===== src/rtl/fetch_sequencer.sv =====
// Instruction fetch/issue controller: reads a 16-bit word at pc from a synchronous
// instruction memory, hands it to the cpu with a load/start pair, and waits for completion.
module fetch_sequencer #(
  parameter int AW       = 8,
  parameter int START_PC = 0,
  parameter int TIMEOUT  = 4
) (
  input  logic          clk,
  input  logic          reset,
  input  logic          run,
  input  logic          step,
  output logic [AW-1:0] mem_addr,
  output logic          mem_read,
  input  logic [15:0]   mem_rdata,
  output logic [15:0]   cpu_in,
  output logic          cpu_load,
  output logic          cpu_s,
  input  logic          cpu_w,
  output logic [AW-1:0] pc,
  output logic          busy,
  output logic          halted,
  output logic          illegal,
  output logic [15:0]   retired,
  output logic [2:0]    dbg_state
);

  // Handshake: cpu_load and cpu_s are single-cycle pulses; the cpu acknowledges a start by
  // dropping cpu_w at least once and signals completion by raising it again.
  typedef enum logic [2:0] {
    S_IDLE   = 3'd0,
    S_FETCH  = 3'd1,
    S_LATCH  = 3'd2,
    S_LOAD   = 3'd3,
    S_START  = 3'd4,
    S_BUSY   = 3'd5,
    S_RETIRE = 3'd6,
    S_HALTED = 3'd7
  } state_t;

  localparam logic [AW-1:0] PC_RESET = AW'(START_PC);
  localparam logic [3:0]    CNT_LAST = 4'(TIMEOUT - 1);

  state_t        r_state;
  state_t        w_next;
  logic [AW-1:0] r_pc;
  logic [15:0]   r_hold;
  logic [15:0]   r_retired;
  logic [3:0]    r_cnt;
  logic          r_seen;
  logic          r_single;
  logic          r_illegal;
  logic          r_mem_read;
  logic          r_cpu_load;
  logic          r_cpu_s;
  logic          r_busy;
  logic          r_halted;
  logic          w_timeout;
  logic          w_is_halt;

  assign w_is_halt = (mem_rdata[15:13] == 3'b111);

  always_comb begin
    w_next    = r_state;
    w_timeout = 1'b0;
    case (r_state)
      S_IDLE:   if (run || step) w_next = S_FETCH;
      S_FETCH:  w_next = S_LATCH;
      S_LATCH:  w_next = w_is_halt ? S_HALTED : S_LOAD;
      S_LOAD:   w_next = S_START;
      S_START:  w_next = S_BUSY;
      S_BUSY: begin
        if (r_seen && cpu_w) begin
          w_next = S_RETIRE;
        end else if (!r_seen && cpu_w && (r_cnt == CNT_LAST)) begin
          // The cpu never acknowledged the start: retire the word as illegal.
          w_timeout = 1'b1;
          w_next    = S_RETIRE;
        end
      end
      S_RETIRE: w_next = (run && !r_single) ? S_FETCH : S_IDLE;
      S_HALTED: w_next = S_HALTED;
      default:  w_next = S_IDLE;
    endcase
  end

  always_ff @(posedge clk) begin
    if (!reset) begin
      r_state    <= S_IDLE;
      r_pc       <= PC_RESET;
      r_hold     <= 16'd0;
      r_retired  <= 16'd0;
      r_cnt      <= 4'd0;
      r_seen     <= 1'b0;
      r_single   <= 1'b0;
      r_illegal  <= 1'b0;
      r_mem_read <= 1'b0;
      r_cpu_load <= 1'b0;
      r_cpu_s    <= 1'b0;
      r_busy     <= 1'b0;
      r_halted   <= 1'b0;
    end else begin
      r_state <= w_next;
      if (r_state == S_IDLE && w_next == S_FETCH) r_single <= ~run;
      if (r_state == S_LATCH) r_hold <= mem_rdata;
      if (r_state == S_START) begin
        r_seen <= 1'b0;
        r_cnt  <= 4'd0;
      end
      if (r_state == S_BUSY) begin
        if (!cpu_w) r_seen <= 1'b1;
        r_cnt <= r_cnt + 4'd1;
      end
      if (w_timeout) r_illegal <= 1'b1;
      if (r_state == S_RETIRE) begin
        r_pc      <= r_pc + AW'(1);
        r_retired <= r_retired + 16'd1;
      end
      // Strobes are decoded from the next state so they line up with the state they belong to.
      r_mem_read <= (w_next == S_FETCH);
      r_cpu_load <= (w_next == S_LOAD);
      r_cpu_s    <= (w_next == S_START);
      r_busy     <= (w_next != S_IDLE) && (w_next != S_HALTED);
      r_halted   <= (w_next == S_HALTED);
    end
  end

  assign mem_addr  = r_pc;
  assign pc        = r_pc;
  assign mem_read  = r_mem_read;
  assign cpu_in    = r_hold;
  assign cpu_load  = r_cpu_load;
  assign cpu_s     = r_cpu_s;
  assign busy      = r_busy;
  assign halted    = r_halted;
  assign illegal   = r_illegal;
  assign retired   = r_retired;
  assign dbg_state = r_state;

endmodule


===== config.mk =====
export PLATFORM = sky130hd
export DESIGN_NAME = fetch_sequencer
export DESIGN_NICKNAME = d
export VERILOG_FILES = /design/src/rtl/fetch_sequencer.sv
export SDC_FILE = /design/constraint.sdc
export NUM_CORES = 1
export LEC_CHECK = 0
export ABC_AREA = 1
export CELL_PAD_IN_SITES_DETAIL_PLACEMENT = 0
export CELL_PAD_IN_SITES_GLOBAL_PLACEMENT = 1
export CORE_UTILIZATION = 36
export CTS_BUF_LIST = sky130_fd_sc_hd__clkbuf_8
export DETAILED_ROUTE_END_ITERATION = 10
export GPL_TIMING_DRIVEN = 0
export PLACE_DENSITY_LB_ADDON = 0.1
export SLEW_MARGIN = 0
export SYNTH_ARGS = -nofsm -noshare
export SYNTH_HDL_FRONTEND = slang
export SYNTH_SLANG_ARGS = --single-unit

===== constraint.sdc =====
create_clock -name clk -period 2.25 [get_ports clk]
set_clock_uncertainty 0.2 [all_clocks]
set_input_delay 0.3375 -clock clk [delete_from_list [all_inputs] [get_ports clk]]
set_output_delay 0.3375 -clock clk [all_outputs]
set_load 0.05 [all_outputs]

==> reports/metrics.yaml <==
syn_inst: 369
final_hold_viol_count: 0
drtIter0Drc: 75
ant_nets: 0
post_cts_buffers: 0
synth_flop_cell: "dfxtp_1"
peakVddDrop_v: 0.000460
worstReg2RegEnd: "busy"
cp_max_fo: 5
cts_buffer_depth: 2
place.port_buffers: 77
synth_edf_count: 0
setup_viol: 0
max_cap_viol_count: 0
worstReg2RegStart: "dbg_state[2]"
ys_async_sr_fraction_pct: 0
wl_per_cell_um: 11.4
synth.top_cells.by_count: "nand2_1, dfxtp_1, nor2_1, a21oi_1, inv_1"
core_mm2: 0.00687
cts_buffers: 5
fillCellCount: 718
gp_congestion: 0.819
regToRegSetupSlack_ps: 420
grt_busiest_layer: "met2"
setup_slack_ps: 66.1
io_pins: 78
path_cells: "buf_4 -> clkdlybuf4s50_1"
area_growth_pct: 39.1
root_buffer: "clkbuf_8"
clkTransAtPathRegs_ps: 90
die_area_mm2: 0.00756
clock_sinks: 55
synthTopCellsByArea: "dfxtp_1, nand2_1, a21oi_1"
register_area_mm2: 0.00110
syn_avg_cell_area_um2: 7.04
cp.arrival_ps: 1650
yosysWarnings: 0
nets: 477
worst_path_max_delay_cell: "clkdlybuf4s50_1"
vias: 2495
fin_crit_sh_pct: 97.1
grt_pass1_wl_mm: 10.2
whs_path_depth: 2
drt-vias-per-instance: 4.54
drcViolationCount: 0
grtUsageMet3_pct: 3.22
met2_usage_pct: 27.9
synth_top_cell_by_area: "dfxtp_1"
pre_cts_ws_ps: 299
synth_most_common_cell: "nand2_1"
syn_nets: 393
synthDistinctLibCells: 31
dpl.hpwl_mm: 4.60
grt_start_max_net_pins: 17
startpoint: "mem_addr[0]"
hp-start: "illegal"
required_ps: 1710
die_h_um: 87.0
grt_usage_pct: 17.1
startpoint_type: "flop"
cts-htree-levels: 2
rsz0062_at_grt: "false"
crit_family: "buffers and inverters"
insertion_delay_ps: 310
setup-tns-final_ps: 0
n_antenna_cell: 0
cts_tree: "done"
grtUsageMet1_pct: 23.2
crit_buf_inv: 2
power_density_mw_per_mm2: 626
relSlewSlack_pct: 60.4
slew_viol_final: 0
layout-drive-gt1-share_pct: 11.2
critPathMaxStageDelay_ps: 780
routed_wl_mm: 6.29
grt_pass1_vias: 2174
period_needed_ps: 2180
num_rows: 30
outcome: "completed"
ys_seq_area_share_pct: 42.4
drtPass1Iterations: 4
ys_seq_elements: 55
ff2ff_path_depth: 7
fmax_ghz: 0.458
hold_end: "illegal"
p_leak_nw: 1.42
multi_input_area_mm2: 0.00125
grt_overflow: 0
antenna_found_initial: 0
chipWidth_um: 87.0
start_util_pct: 37.8
syn-cell-area_mm2: 0.00260
worstSetupPathType: "flop to output port"
hold_class: "flop to flop"
tightest_slew_ps: 593
yosysTopAreaCellShare_pct: 42.4
worst_setup_path_end_kind: "output port"
==> logic make-up after synthesis <==
family,synth area share [%]
xor+xnor,0.674
compound gates,11.8
fa+ha+maj,1.44
buf+inv,9.68
flops,42.4
simple gates,34.0
==> power breakdown <==
part / total (mW) / leakage, nW / internal [mW] / switching, mW
clock network: 0.678 / 0.0612 / 0.361 / 0.317
registers: 1.07 / 0.446 / 1.02 / 0.0425
logic: 0.520 / 0.911 / 0.176 / 0.344
==> through the flow <==
| step | cell area, um2 | util, % | cells | total power, mW | hold WS (ps) |
|---|---|---|---|---|---|
| 2_1_floorplan | 2600 | - | 369 | 1.44 | 229 |
| 3_3_place_gp | 3490 | 50.8 | 542 | 1.62 | 240 |
| 3_5_place_dp | 3490 | 50.8 | 542 | 1.62 | 251 |
| 5_1_grt | 3620 | 52.6 | 550 | 2.38 | 291 |
| 6_report | 3620 | 52.6 | 550 | 2.26 | 256 |
| 4_1_cts | 3600 | 52.5 | 550 | 2.30 | 267 |
==> sequential cells by signal, summed over array words and instances, names as in the netlist, 3 cells and up <==
name       count
cpu_in        16
dbg_state      3
mem_addr       8
r_cnt          4
retired       16
==> layout make-up <==
type	count	share of cell area, %
inverter	38	4.01
tap	96	3.32
multi-input combinational	259	34.5
timing repair buffer	77	21.6
clock buffer	6	2.28
clock inverter	2	0.969
buffer	17	2.94
sequential	55	30.4
==> layout by cell type, fill, tap and decap left out <==
cell type / count
buf_6: 1
clkbuf_8: 6
a21oi_1: 39
nand2_2: 5
nor3_1: 2
dlymetal6s2s_1: 5
nor2_4: 5
clkinv_1: 1
bufinv_16: 1
o21ai_1: 2
xnor2_1: 1
ha_1: 3
inv_1: 31
dlygate4sd2_1: 3
o21ai_0: 16
a31oi_1: 1
nor3_2: 2
nor2_2: 3
clkbuf_1: 4
nand2_1: 110
inv_4: 1
nand3_1: 12
buf_2: 4
xor2_1: 1
nand3_2: 5
nand4_1: 4
clkdlybuf4s50_1: 69
inv_2: 5
dfxtp_1: 55
o211ai_1: 1
nand4_2: 1
buf_4: 8
nor2_1: 42
clkinv_2: 1
or2_2: 2
o21bai_1: 1
nand3_4: 1
==> layer usage <==
metal | part of all wire (%) | wire (um)
met1 | 49 | 3080
met2 | 47 | 2940
met3 | 4.0 | 254
met4 | 0.29 | 18
met5 | 0 | 0
==> worst register-to-register path, cell delays in order (launching register included) <==
cell	delay (ps)
dfxtp_1	590
nand2_1	100
nor2_1	250
nand4_1	210
nand4_1	170
nand2_1	110
nand2_1	70
nand2_1	50
==> worst max-delay path by stage <==
stage	slack, ps	depth (start not counted)	to
2_1_floorplan	310	8	mem_addr[5]
5_1_grt	0.8	2	pc[7]
3_3_place_gp	270	1	dbg_state[2]
4_1_cts	30	1	retired[7]
6_report	70	2	pc[0]
3_5_place_dp	300	1	dbg_state[2]
==> repair_timing <==
action	4_1_cts	5_1_grt
setup endpoints to repair	3	5
hold buffers	0	0
gates resized for setup	3	5
Note: power is estimated with default switching activity, not from simulation.
